===== src/rtl/dcm_cfg_pkg.sv =====
// dcm_cfg_pkg: shared request-op encodings, sequencer states and default timeouts
// for the DCM configuration sequencer.
package dcm_cfg_pkg;
    typedef enum logic [1:0] {OP_RD = 2'd0, OP_WR = 2'd1, OP_PS = 2'd2, OP_RST = 2'd3} op_e;
    typedef enum logic [2:0] {RST_HOLD, LOCK_WAIT, IDLE, DRP_WAIT, PS_WAIT, RESP} state_e;
    localparam int DRP_TIMEOUT_DEF  = 1024;
    localparam int RST_HOLD_DEF     = 4;
    localparam int LOCK_TIMEOUT_DEF = 65535;
endpackage


===== src/rtl/dcm_cfg_timer.sv =====
// dcm_cfg_timer: loadable saturating 16-bit counter; term is high once the count
// reaches limit.
module dcm_cfg_timer
    import dcm_cfg_pkg::*;
(
    input  logic        clk,
    input  logic        rst_n,
    input  logic        load,
    input  logic [15:0] load_val,
    input  logic        en,
    input  logic [15:0] limit,
    output logic        term
);
    logic [15:0] cnt_q, cnt_d;
    always_comb cnt_d = load ? load_val : (en && cnt_q != 16'hFFFF) ? cnt_q + 16'd1 : cnt_q;
    always_ff @(posedge clk or negedge rst_n) begin
        if (!rst_n) cnt_q <= '0;
        else        cnt_q <= cnt_d;
    end
    assign term = cnt_q >= limit;
endmodule


===== src/rtl/dcm_cfg_seq.sv =====
// dcm_cfg_seq: DRP read/write, phase-step and DCM reset sequencer with timeouts.
// Define DCM_CFG_SEQ_AUTORELOCK_EN to relock automatically when LOCKED drops in IDLE.
module dcm_cfg_seq
    import dcm_cfg_pkg::*;
#(
    parameter int DRP_TIMEOUT     = DRP_TIMEOUT_DEF,
    parameter int RST_HOLD_CYCLES = RST_HOLD_DEF,
    parameter int LOCK_TIMEOUT    = LOCK_TIMEOUT_DEF
) (
    input  logic        CLK,
    input  logic        RST_N,
    input  logic        REQ_VALID,
    output logic        REQ_READY,
    input  logic [1:0]  REQ_OP,
    input  logic [6:0]  REQ_ADDR,
    input  logic [15:0] REQ_DATA,
    input  logic        REQ_INCDEC,
    output logic        RSP_VALID,
    output logic [15:0] RSP_DATA,
    output logic        RSP_ERR,
    output logic        BUSY,
    output logic        LOCK_LOST,
    output logic [6:0]  DADDR,
    output logic [15:0] DI,
    output logic        DEN,
    output logic        DWE,
    input  logic [15:0] DO,
    input  logic        DRDY,
    output logic        PSEN,
    output logic        PSINCDEC,
    input  logic        PSDONE,
    output logic        DCM_RST,
    input  logic        LOCKED
);
    localparam logic [15:0] HOLD_LIM = 16'(RST_HOLD_CYCLES - 1);
    localparam logic [15:0] DRP_LIM  = 16'(DRP_TIMEOUT);
    localparam logic [15:0] LOCK_LIM = 16'(LOCK_TIMEOUT);
    state_e      state_q, state_d;
    op_e         op_q, op_d;
    logic [6:0]  addr_q, addr_d;
    logic [15:0] data_q, data_d, rsp_data_q, rsp_data_d;
    logic        den_q, den_d, dwe_q, dwe_d, psen_q, psen_d, psinc_q, psinc_d;
    logic        dcm_rst_q, dcm_rst_d, rsp_err_q, rsp_err_d, silent_q, silent_d;
    logic        drop, accept, term;
    logic [15:0] limit;
`ifdef DCM_CFG_SEQ_AUTORELOCK_EN
    logic locked_q, lock_lost_q, lock_lost_d;
    assign drop        = state_q == IDLE && locked_q && !LOCKED;
    assign lock_lost_d = lock_lost_q | drop;
    always_ff @(posedge CLK or negedge RST_N) begin
        if (!RST_N) begin
            locked_q    <= 1'b0;
            lock_lost_q <= 1'b0;
        end else begin
            locked_q    <= LOCKED;
            lock_lost_q <= lock_lost_d;
        end
    end
    assign LOCK_LOST = lock_lost_q;
`else
    assign drop      = 1'b0;
    assign LOCK_LOST = 1'b0;
`endif
    assign REQ_READY = state_q == IDLE && !drop;
    assign accept    = REQ_VALID && REQ_READY;
    always_comb begin
        state_d    = state_q;
        op_d       = op_q;
        addr_d     = addr_q;
        data_d     = data_q;
        den_d      = 1'b0;
        dwe_d      = 1'b0;
        psen_d     = 1'b0;
        psinc_d    = psinc_q;
        rsp_data_d = rsp_data_q;
        rsp_err_d  = rsp_err_q;
        silent_d   = silent_q;
        case (state_q)
            RST_HOLD:  if (term) state_d = LOCK_WAIT;
            // power-on and auto-relock sequences return to IDLE without a response
            LOCK_WAIT: if (LOCKED || term) begin
                state_d    = silent_q ? IDLE : RESP;
                rsp_err_d  = !LOCKED;
                rsp_data_d = '0;
            end
            IDLE: if (drop) begin
                state_d  = RST_HOLD;
                silent_d = 1'b1;
            end else if (accept) begin
                op_d     = op_e'(REQ_OP);
                addr_d   = REQ_ADDR;
                data_d   = REQ_DATA;
                silent_d = 1'b0;
                case (op_e'(REQ_OP))
                    OP_RD, OP_WR: begin
                        den_d   = 1'b1;
                        dwe_d   = REQ_OP[0];
                        state_d = DRP_WAIT;
                    end
                    OP_PS: if (LOCKED) begin
                        psen_d  = 1'b1;
                        psinc_d = REQ_INCDEC;
                        state_d = PS_WAIT;
                    end else begin
                        state_d    = RESP;
                        rsp_err_d  = 1'b1;
                        rsp_data_d = '0;
                    end
                    OP_RST: state_d = RST_HOLD;
                endcase
            end
            DRP_WAIT: if (DRDY || term) begin
                state_d    = RESP;
                rsp_err_d  = !DRDY;
                rsp_data_d = (DRDY && op_q == OP_RD) ? DO : '0;
            end
            PS_WAIT: if (PSDONE || term) begin
                state_d    = RESP;
                rsp_err_d  = !PSDONE;
                rsp_data_d = '0;
                psinc_d    = 1'b0;
            end
            RESP:    state_d = IDLE;
            default: state_d = IDLE;
        endcase
        dcm_rst_d = state_d == RST_HOLD;
    end
    always_ff @(posedge CLK or negedge RST_N) begin
        if (!RST_N) begin
            state_q    <= RST_HOLD;
            op_q       <= OP_RD;
            addr_q     <= '0;
            data_q     <= '0;
            den_q      <= 1'b0;
            dwe_q      <= 1'b0;
            psen_q     <= 1'b0;
            psinc_q    <= 1'b0;
            dcm_rst_q  <= 1'b1;
            rsp_data_q <= '0;
            rsp_err_q  <= 1'b0;
            silent_q   <= 1'b1;
        end else begin
            state_q    <= state_d;
            op_q       <= op_d;
            addr_q     <= addr_d;
            data_q     <= data_d;
            den_q      <= den_d;
            dwe_q      <= dwe_d;
            psen_q     <= psen_d;
            psinc_q    <= psinc_d;
            dcm_rst_q  <= dcm_rst_d;
            rsp_data_q <= rsp_data_d;
            rsp_err_q  <= rsp_err_d;
            silent_q   <= silent_d;
        end
    end
    // one counter serves every wait state; reloaded to zero on each state change
    assign limit = state_q == RST_HOLD ? HOLD_LIM : state_q == LOCK_WAIT ? LOCK_LIM : DRP_LIM;
    dcm_cfg_timer u_timer (
        .clk      (CLK),
        .rst_n    (RST_N),
        .load     (state_d != state_q),
        .load_val (16'd0),
        .en       (1'b1),
        .limit    (limit),
        .term     (term)
    );
    assign DADDR     = addr_q;
    assign DI        = data_q;
    assign DEN       = den_q;
    assign DWE       = dwe_q;
    assign PSEN      = psen_q;
    assign PSINCDEC  = psinc_q;
    assign DCM_RST   = dcm_rst_q;
    assign RSP_VALID = state_q == RESP;
    assign RSP_DATA  = rsp_data_q;
    assign RSP_ERR   = rsp_err_q;
    assign BUSY      = state_q != IDLE;
endmodule

===== config.mk =====
export PLATFORM = sky130hd
export DESIGN_NAME = dcm_cfg_seq
export DESIGN_NICKNAME = d
export VERILOG_FILES = /design/src/rtl/dcm_cfg_pkg.sv /design/src/rtl/dcm_cfg_timer.sv /design/src/rtl/dcm_cfg_seq.sv
export SDC_FILE = /design/constraint.sdc
export NUM_CORES = 1
export LEC_CHECK = 0
export CORE_ASPECT_RATIO = 0.7
export CORE_MARGIN = 5
export CORE_UTILIZATION = 43
export CTS_CLUSTER_SIZE = 12
export DETAILED_ROUTE_END_ITERATION = 8
export HOLD_SLACK_MARGIN = 0.1
export PLACE_DENSITY = 0.77
export SYNTH_ARGS = -nofsm -noshare
export SYNTH_HDL_FRONTEND = slang
export SYNTH_SLANG_ARGS = --single-unit

===== constraint.sdc =====
create_clock -name CLK -period 3.2 [get_ports CLK]
set_clock_uncertainty 0.05 [all_clocks]
set_input_delay 0.32 -clock CLK [delete_from_list [all_inputs] [get_ports CLK]]
set_output_delay 0.32 -clock CLK [all_outputs]
set_load 0.05 [all_outputs]

==> reports/results.tsv, run 1 <==
stage	metric	value	unit
placement	place_congestion	0.894	
timing	timing.fmax	0.340	GHz
cts	clock_latency	0.34	ns
die	coreArea	7380	um2
logic_synthesis	synth_top_cell_by_area	dfrtp_1	
grt	grt_pass1_wl	14.2	mm
worst_setup_path	crit_path_max_fanout	16	
finish	nFillCells	616	
logic_synthesis	async_flop_share	1.00	
finish	nNetsFinal	518	
pwr	power_density	1010	nW/um2
timing	finalCritPeriodShare	0.919	
timing	layout_min_cycle_time	2.94	ns
placement	place_hpwl	6.37	mm
worst_setup_path	crit_arrival	3.12	ns
cts	clkTransAtPathRegs	0.07	ns
grt	grt_overflow_total	0	
logic_synthesis	synth_area	3300	um2
logic_synthesis	synth.avg_cell_area	9.47	um2
cts	cts_tree	built	
finish	drive_above_1_share	0.0786	
logic_synthesis	syn_inst	348	
die	core.rowCount	26	
logic_synthesis	synth_flop_cell	dfrtp_1	
drt	dr.pass1.iters	5	
timing	rsz0062_at_grt	no	
status	status	finished clean	
logic_synthesis	synth_top_area_frac	0.494	
run	max_cap_violations	0	
cts	cts_buffers	9	
drt	drt_iter0_markers	216	
worst_setup_path	crit_path_end_kind	flop	
worst_setup_path	rrSetupSlack	0.26	ns
logic_synthesis	synth_nets	413	
logic_synthesis	synth.distinct_cells	42	
timing	finalSetupTns	0	ns
drt	vias	2934	
timing	setup_viol	0	
finish	fin_util	0.625	
timing	slew_headroom	0.441	
die	ios	97	
logic_synthesis	ys_ff_latch	67	
worst_setup_path	critPathKind	flop to flop	
logic_synthesis	synth-seq-area-share	0.509	
die	die_width	115	um
timing	worst_pin_slew	0.836	ns
finish	antenna_cells	0	
drt	drtAntennaViolNets	0	
logic_synthesis	synth_area_leaders	dfrtp_1 (49%), nand2_1 (10%), ha_1 (6.5%)	
pwr	ir_drop	0.600	mV
logic_synthesis	synth_edf_count	0	
cts	htree_num_levels	3	
pwr	power.leakage	2.15	nW
grt	grt_max_degree	29	
die	dieArea	9540	um2
hold_path	min_path_type	flop to flop	
drt	drc	0	
finish	syn_to_final_growth	40.1	%
worst_setup_path	crit_required	3.38	ns
drt	wl_per_cell	15.4	um
drt	vias_per_cell	5.28	
grt	grt_pass1_vias	2909	
die	die_h	83.2	um
placement	port-buffer-count	95	
timing	timing.final.max_slew_violations	0	
grt	antenna_found_initial	0	
cts	root_buffer	clkbuf_8	
drt	wl	8.56	mm
worst_setup_path	worst_setup_path_start_kind	flop	
cts	clock_path_buffers	2	
grt	track_usage	0.183	
cts	cts_sinks	67	
logic_synthesis	yosysWarnings	0	
timing	hold_viol_final	0	
die	initial_utilization	0.446	
[stage by stage]
stage | cell area, um2 | power, mW | setup WS (ns) | hold slack, ns | cells
3_3_place_gp | 4370 | 3.81 | 0.266 | 0.283 | 538
6_report | 4620 | 4.67 | 0.258 | 0.429 | 556
4_1_cts | 4590 | 4.62 | 0.0951 | 0.428 | 555
5_1_grt | 4620 | 4.95 | 0.0674 | 0.437 | 556
3_5_place_dp | 4370 | 3.88 | 0.115 | 0.296 | 538
2_1_floorplan | 3300 | 3.04 | 0.199 | -0.0256 | 348
[kinds of logic (layout without fill, tap and decap cells)]
family,Yosys count,in the layout,synth area share
AND/OR/NAND/NOR,167,167,0.220
flip-flops,67,67,0.509
AO/OA/AOI/OAI,61,61,0.138
buffers and inverters,22,132,0.0319
adder cells (fa/ha/maj),17,17,0.0645
XOR/XNOR,12,12,0.0319
other,1,1,0.00114
multiplexers,1,1,0.00304
[routing by layer]
layer	GRT usage	vias up	routed length (um)
li1	-	1415	-
met1	0.250	1390	3890
met2	0.278	112	3900
met3	0.0647	17	624
met4	0.0410	0	138
met5	0	-	0
[cell type report]
class	instances	area, um2	area share
flip-flops and latches	67	1680	0.364
multi-input cells	259	1530	0.331
repair buffers	107	1050	0.228
clock buffers	11	141	0.0306
well taps	98	123	0.0266
clock inverters	5	61.3	0.0133
inverters	9	33.8	0.00732
[cell usage in the layout, fill, tap and decap left out, types with 7 or more instances in the layout]
master	Yosys	layout
a21oi_1	12	12
a22o_1	17	17
and3_1	7	7
buf_4	2	10
clkbuf_8	0	10
clkdlybuf4s50_1	0	94
dfrtp_1	65	65
ha_1	17	17
inv_1	9	9
nand2_1	90	89
nand3_1	13	13
nor2_1	33	33
o21ai_0	12	12
xor2_1	9	9
[critical path: stages, from the launching register on]
cell	delay (ns)
dfrtp_1	0.38
nor2_1	0.17
nand2_2	0.17
ha_1	0.35
nand4_1	0.15
nor3_2	0.31
o311ai_2	0.21
a311o_1	0.41
o2111a_1	0.19
o211ai_4	0.21
buf_12	0.17
nor3_1	0.06
[flip-flops by register name, indices dropped and copies added, names as in the netlist]
signal / flops
PSINCDEC: 1
DEN: 1
DADDR: 7
DI: 16
PSEN: 1
RSP_DATA: 16
DWE: 1
u_timer.cnt_q: 16
state_q: 3
RSP_ERR: 1
op_q: 2
DCM_RST: 1
silent_q: 1
[what timing repair did]
| item | 4_1_cts | 5_1_grt |
|---|---|---|
| hold buffers | 1 | 0 |
| buffers inserted | 0 | 1 |
| setup endpoints to repair | 0 | 16 |
| hold endpoints to repair | 22 | 0 |
| gates resized for setup | 0 | 3 |
[Yosys cell counts, types with 2 or more instances]
master and instances:
buf_4 2, xnor2_1 3, nand2b_1 5, buf_6 2, clkbuf_1 9, xor2_1 9
and3_1 7, o2111ai_1 2, a31oi_1 4, dfstp_2 2, nand3_1 13, nor2_1 33
dfrtp_1 65, nand2_1 90, nand3b_1 2, nand4_1 4, a21oi_1 12, inv_1 9
and4_1 2, nor2b_1 3, o21ai_0 12, nor3_1 5, o211ai_1 2, ha_1 17
a22o_1 17
[power by group]
part           leakage [nW]  internal (mW)  switching (mW)
Sequential            0.880           1.12           0.157
Combinational          1.17          0.936            1.74
Clock                 0.104          0.386           0.327
[worst paths after layout]
path	start	end	depth (start not counted)
worst max-delay path	state_q[1]$_DFF_PN0_	u_timer.cnt_q[12]$_DFFE_PN0P_	11
worst min-delay path	DI[4]$_DFFE_PN0P_	DI[4]$_DFFE_PN0P_	2
worst max register to register	state_q[1]$_DFF_PN0_	u_timer.cnt_q[12]$_DFFE_PN0P_	11
worst min register to register	DI[4]$_DFFE_PN0P_	DI[4]$_DFFE_PN0P_	2
max in group asynchronous	RST_N	RSP_ERR$_DFFE_PN0P_	3
min in group asynchronous	RST_N	DI[13]$_DFFE_PN0P_	2
No activity file was read; power rests on OpenSTA's default activity.
==> run 2: changes to the inputs <==
--- a/config.mk
+++ b/config.mk
@@ -6,7 +6,7 @@
 export NUM_CORES = 1
 export LEC_CHECK = 0
 export CORE_ASPECT_RATIO = 0.7
-export CORE_MARGIN = 5
+export CORE_MARGIN = 8
 export CORE_UTILIZATION = 43
 export CTS_CLUSTER_SIZE = 12
 export DETAILED_ROUTE_END_ITERATION = 8
==> constraint.sdc (replaced) <==
create_clock -name CLK -period 3.2 [get_ports CLK]
set_clock_uncertainty 0.05 [all_clocks]
set_input_delay 0.64 -clock CLK [delete_from_list [all_inputs] [get_ports CLK]]
set_output_delay 0.64 -clock CLK [all_outputs]
set_load 0.05 [all_outputs]
==> run 2 against run 1 <==
Register-to-register slack got worse by 0.06 ns. Sequential power about the same. Critical path depth increased by 1. Clock power increased by 20%. Hold slack got worse by 0.12 ns. Largest power group unchanged. Global-route usage decreased by 1.3 points.
==> reports/results.tsv, run 2 (synthesis results as in run 1) <==
stage	metric	value	unit
timing	timing.final.max_slew_violations	0	
pwr	internal_power	2.57	mW
grt	antenna_found_initial	0	
grt	grt_pass1_wl	14.6	mm
cts	cts_tree	built	
die	die_width	121	um
timing	worst_pin_slew	0.898	ns
placement	placed_area	4390	um2
placement	place_congestion	0.912	
drt	drc	0	
worst_setup_path	crit_required	3.40	ns
timing	setup_viol	0	
drt	drtAntennaViolNets	0	
die	ios	97	
die	dieArea	10800	um2
timing	postLayoutSetupSlackWorst	0.202	ns
pwr	p_switching	2.26	mW
cts	root_buffer	clkbuf_8	
finish	final_area	4660	um2
worst_setup_path	critPathTopFamily	compound AO/OA/AOI/OAI gates	
grt	grt_max_degree	37	
finish	nNetsFinal	515	
finish	antenna_cells	0	
die	coreArea	7350	um2
worst_setup_path	worst_setup_path_start_kind	flop	
finish	syn_to_final_growth	41.4	%
timing	finalSetupTns	0	ns
status	status	finished clean	
drt	wl_per_cell	16.3	um
finish	fin_cells	553	
worst_setup_path	cp_slowest_stage_delay	0.39	ns
timing	layout_min_cycle_time	3.00	ns
worst_setup_path	cp_cell_sequence	nor2_1 > buf_4 > inv_1 > ha_1 > nor2b_1 > o211a_1 > o311ai_4 > a311o_1 > o2111a_1 > o211ai_4 > buf_12 > nor3_1	
worst_setup_path	crit_arrival	3.20	ns
timing	finalCritPeriodShare	0.937	
timing	whs	0.306	ns
cts	cts_buffers	9	
finish	final_cell_mix	clkdlybuf4s50_1 (94), nand2_1 (89), dfrtp_1 (65), nor2_1 (33)	
run	max_cap_violations	0	
finish	fin_util	0.634	
pwr	p_total	4.83	mW
pwr	power.share.switching	0.467	
grt	grt_overflow_total	0	
worst_setup_path	crit_path_max_fanout	16	
timing	hold_viol_final	0	
die	die_h	89.2	um
pwr	power_frac_clock	0.176	
cts	htree_num_levels	3	
die	initial_utilization	0.448	
pwr	power.leakage	2.16	nW
cts	clkTransAtPathRegs	0.07	ns
drt	wl	8.99	mm
placement	port-buffer-count	95	
pwr	pwr-share-comb	0.558	
timing	slew_headroom	0.400	
worst_setup_path	rrSetupSlack	0.20	ns
cts	cts_hold_buf	0	
drt	vias_per_cell	5.25	
drt	drt_iter0_markers	177	
cts	cts_sinks	67	
cts	clock_path_buffers	2	
timing	rsz0062_at_grt	no	
placement	place_hpwl	6.61	mm
cts	clock_latency	0.34	ns
cts	postCtsSetupBuffers	0	
die	core.rowCount	26	
pwr	sequentialPowerShare	0.266	
worst_setup_path	critPathKind	flop to flop	
worst_setup_path	crit_path_end_kind	flop	
finish	drive_above_1_share	0.0747	
grt	track_usage	0.170	
worst_setup_path	critPathBufInv	3	
placement	placed_cells	537	
timing	timing.fmax	0.334	GHz
hold_path	min_path_type	input pin to asynchronous set/reset pin	
pwr	power_density	1040	nW/um2
pwr	ir_drop	0.527	mV
finish	final_common_cell	clkdlybuf4s50_1	
grt	grt_pass1_vias	2964	
worst_setup_path	crit_slowest_cell	dfrtp_1	
placement	pre_cts_slack	0.0871	ns
drt	vias	2904	
drt	dr.pass1.iters	5	
-- run 2: final cells by class --
cell class,count,area (um2)
clock buffer,10,128
timing repair buffer,104,1040
inverter,9,33.8
tap,98,123
sequential,67,1680
multi-input combinational,259,1540
fill,626,2690
clock inverter,6,114
-- run 2: power groups by stage --
| stage | Combinational (mW) | Sequential [mW] | Clock [mW] |
|---|---|---|---|
| 2_1_floorplan | 0.954 | 2.08 | 0 |
| 3_3_place_gp | 2.61 | 1.28 | 0 |
| 3_5_place_dp | 2.66 | 1.29 | 0 |
| 4_1_cts | 2.68 | 1.28 | 0.869 |
| 5_1_grt | 2.89 | 1.32 | 0.916 |
| 6_report | 2.70 | 1.28 | 0.852 |
-- run 2: metal layers --
metal  vias up  global-route usage  part of all wire
met5         -                   0                 0
met4         0              0.0643             0.011
met3        10              0.0568             0.080
met2       102               0.263              0.48
li1       1410                   -                 -
met1      1382               0.218              0.43
-- run 2: repair_timing --
item	in CTS	in global routing
hold endpoints to repair	0	0
resized for setup	0	5
endpoints found under the setup margin	0	18
-- run 2: path summary, 6_finish.rpt --
path,from,to,cells past startpoint
max,state_q[1]$_DFF_PN0_,u_timer.cnt_q[12]$_DFFE_PN0P_,12
min reg2reg,DADDR[5]$_DFFE_PN0P_,DADDR[5]$_DFFE_PN0P_,2
max reg2reg,state_q[1]$_DFF_PN0_,u_timer.cnt_q[12]$_DFFE_PN0P_,12
min in group CLK,DADDR[5]$_DFFE_PN0P_,DADDR[5]$_DFFE_PN0P_,2
max in group asynchronous,RST_N,silent_q$_DFFE_PN1P_,2
min,RST_N,u_timer.cnt_q[9]$_DFFE_PN0P_,1
-- run 2: worst register-to-register path, cell delays in order (launching register included) --
cell and delay (ns):
dfrtp_1 0.39, nor2_1 0.23, buf_4 0.18, inv_1 0.08, ha_1 0.29, nor2b_1 0.13, o211a_1 0.23, o311ai_4 0.33
a311o_1 0.26, o2111a_1 0.27, o211ai_4 0.09, buf_12 0.17, nor3_1 0.19
==> run 3: changes to the inputs <==
--- a/config.mk
+++ b/config.mk
@@ -5,11 +5,13 @@
 export SDC_FILE = /design/constraint.sdc
 export NUM_CORES = 1
 export LEC_CHECK = 0
+export CAP_MARGIN = 20
 export CORE_ASPECT_RATIO = 0.7
 export CORE_MARGIN = 8
 export CORE_UTILIZATION = 43
 export CTS_CLUSTER_SIZE = 12
 export DETAILED_ROUTE_END_ITERATION = 8
+export GPL_TIMING_DRIVEN = 0
 export HOLD_SLACK_MARGIN = 0.1
 export PLACE_DENSITY = 0.77
 export SYNTH_ARGS = -nofsm -noshare
==> run 3 against run 2 <==
Global-route usage fell by 0.89 points. Via count rose by 0.38%. Combinational power fell by 2%. Die area did not move. Critical path type unchanged. Power fell by 3.7%. Final cell count rose by 1.1%. Sequential cell count did not move. Highest routed layer unchanged. First-iteration DRC count did not move. Largest power group unchanged. Critical path depth fell by 1. Wire length fell by 3.7%. Sequential share of layout area rose by 0.44 points. Largest cell class unchanged.
==> reports/results.tsv, run 3 (synthesis results as in run 1) <==
stage	metric	value	unit
drt	dr.pass1.iters	7	
cts	clock_path_buffers	2	
timing	timing.fmax	0.330	GHz
timing	finalCritPeriodShare	0.947	
worst_setup_path	crit_arrival	3.21	ns
grt	grt.met1_usage	0.210	
finish	fin_cells	559	
finish	final_area	4610	um2
cts	clock_latency	0.34	ns
finish	final_common_cell	clkdlybuf4s50_1	
pwr	ir_drop	0.518	mV
finish	nNetsFinal	521	
grt	grt_max_degree	68	
cts	root_buffer	clkbuf_8	
grt	track_usage	0.161	
worst_setup_path	critPathBufInv	1	
timing	layout_min_cycle_time	3.03	ns
grt	grt_pass1_vias	2788	
worst_setup_path	critPathKind	flop to flop	
finish	multi_input_area	1530	um2
placement	place_hpwl	6.61	mm
drt	vias	2915	
pwr	power_frac_clock	0.151	
grt	globalRouteMet3Util	0.0492	
die	core.rowCount	26	
cts	htree_num_levels	3	
grt	met2_usage	0.251	
cts	cts_sinks	67	
cts	cts_tree	built	
placement	port-buffer-count	95	
cts	clkTransAtPathRegs	0.07	ns
die	ios	97	
pwr	power.share.switching	0.482	
timing	worst_pin_slew	0.833	ns
pwr	power.leakage	2.13	nW
die	coreArea	7350	um2
grt	gr-max-usage-layer	met2	
finish	syn_to_final_growth	39.8	%
drt	drc	0	
finish	nFillCells	625	
worst_setup_path	cp_slowest_stage_delay	0.46	ns
worst_setup_path	crit_path_end_kind	flop	
worst_setup_path	crit_path_max_fanout	14	
timing	timing.final.max_slew_violations	0	
placement	placed_cells	541	
pwr	sequentialPowerShare	0.281	
drt	wl_per_cell	15.5	um
grt	antenna_found_initial	0	
finish	seq_area	1680	um2
die	die_width	121	um
die	dieArea	10800	um2
timing	rsz0062_at_grt	no	
placement	placed_area	4370	um2
worst_setup_path	cp_cell_sequence	nor2_4 > nand2_4 > ha_1 > nand4_1 > nor3_2 > o311ai_2 > a311o_1 > o2111a_1 > o211ai_4 > buf_6 > nor2_1	
worst_setup_path	crit_required	3.37	ns
drt	drt_iter0_markers	177	
worst_setup_path	critPathTopFamily	compound AO/OA/AOI/OAI gates	
pwr	p_switching	2.24	mW
finish	final_cell_mix	clkdlybuf4s50_1 (94), nand2_1 (89), dfrtp_1 (64), nor2_1 (32)	
placement	place_congestion	0.872	
cts	cts_buffers	9	
worst_setup_path	worst_setup_path_start_kind	flop	
hold_path	min_path_type	input pin to asynchronous set/reset pin	
die	initial_utilization	0.448	
drt	drtAntennaViolNets	0	
status	status	finished clean	
timing	hold_viol_final	0	
grt	grt_overflow_total	0	
finish	drive_above_1_share	0.0716	
pwr	pwr-share-comb	0.567	
run	max_cap_violations	0	
timing	postLayoutSetupSlackWorst	0.169	ns
finish	fin_util	0.627	
drt	vias_per_cell	5.21	
grt	grt_pass1_wl	13.8	mm
placement	pre_cts_slack	-0.318	ns
die	die_h	89.2	um
drt	wl	8.66	mm
worst_setup_path	crit_slowest_cell	dfrtp_1	
timing	whs	0.323	ns
pwr	power_density	1010	nW/um2
pwr	internal_power	2.41	mW
timing	setup_viol	0	
timing	slew_headroom	0.445	
finish	antenna_cells	0	
==> run 3: cell types whose count changed in the layout (fill, tap and decap cells not counted), sizes merged <==
cell / change
bufinv: -2
buf: -2
inv: +2
clkinv: +1
clkbuf: +7
==> run 3: through the flow <==
step                      power [mW]  setup TNS, ns
after floorplan                 3.04              0
after global placement          3.84         -53.47
after detailed placement        3.89          -5.36
after CTS                       4.63              0
after global routing            4.95              0
final                           4.66              0
==> run 3: final timing paths <==
path | start | to | slack [ns] | cells past startpoint
worst max-delay path | state_q[1]$_DFF_PN0_ | u_timer.cnt_q[6]$_DFFE_PN0P_ | 0.17 | 11
worst min-delay path | RST_N | u_timer.cnt_q[3]$_DFFE_PN0P_ | 0.32 | 1
worst max register to register | state_q[1]$_DFF_PN0_ | u_timer.cnt_q[6]$_DFFE_PN0P_ | 0.17 | 11
worst min register to register | DADDR[0]$_DFFE_PN0P_ | DADDR[0]$_DFFE_PN0P_ | 0.43 | 2
max in group asynchronous | RST_N | state_q[0]$_DFF_PN0_ | 2.14 | 1
min in group CLK | DADDR[0]$_DFFE_PN0P_ | DADDR[0]$_DFFE_PN0P_ | 0.43 | 2
==> run 3: area by class of cell <==
class	count	share of cell area
plain buffers	12	0.0147
repair buffers	98	0.210
clock buffers	9	0.0269
clock inverters	7	0.0166
flip-flops and latches	67	0.365
well taps	98	0.0266
multi-input cells	259	0.333
inverters	9	0.00733
==> run 3: worst reg2reg max path, cell delays in order, from the launching register on <==
cell and delay, ns:
dfrtp_1 0.46, nor2_4 0.21, nand2_4 0.15, ha_1 0.36, nand4_1 0.14, nor3_2 0.28
o311ai_2 0.20, a311o_1 0.41, o2111a_1 0.18, o211ai_4 0.25, buf_6 0.18, nor2_1 0.06
==> run 3: metal layers <==
layer / wire length (um) / vias up
li1: - / 1426
met1: 3910 / 1382
met2: 4050 / 101
met3: 618 / 6
met4: 76 / 0
met5: 0 / -
==> run 3: timing repair <==
action                                  in CTS  in global routing
pin swaps                                    0                  1
buffers inserted                             0                  2
hold buffers                                 0                  0
endpoints found under the setup margin      27                 20
resized for setup                            3                  3
==> run 3: power by group through the flow <==
stage               logic, mW  registers (mW)  clock network (mW)
floorplan               0.954            2.08                   0
global placement         2.55            1.29                   0
finish                   2.64            1.31               0.705
detailed placement       2.59            1.29                   0
global route             2.82            1.35               0.772
CTS                      2.59            1.30               0.731
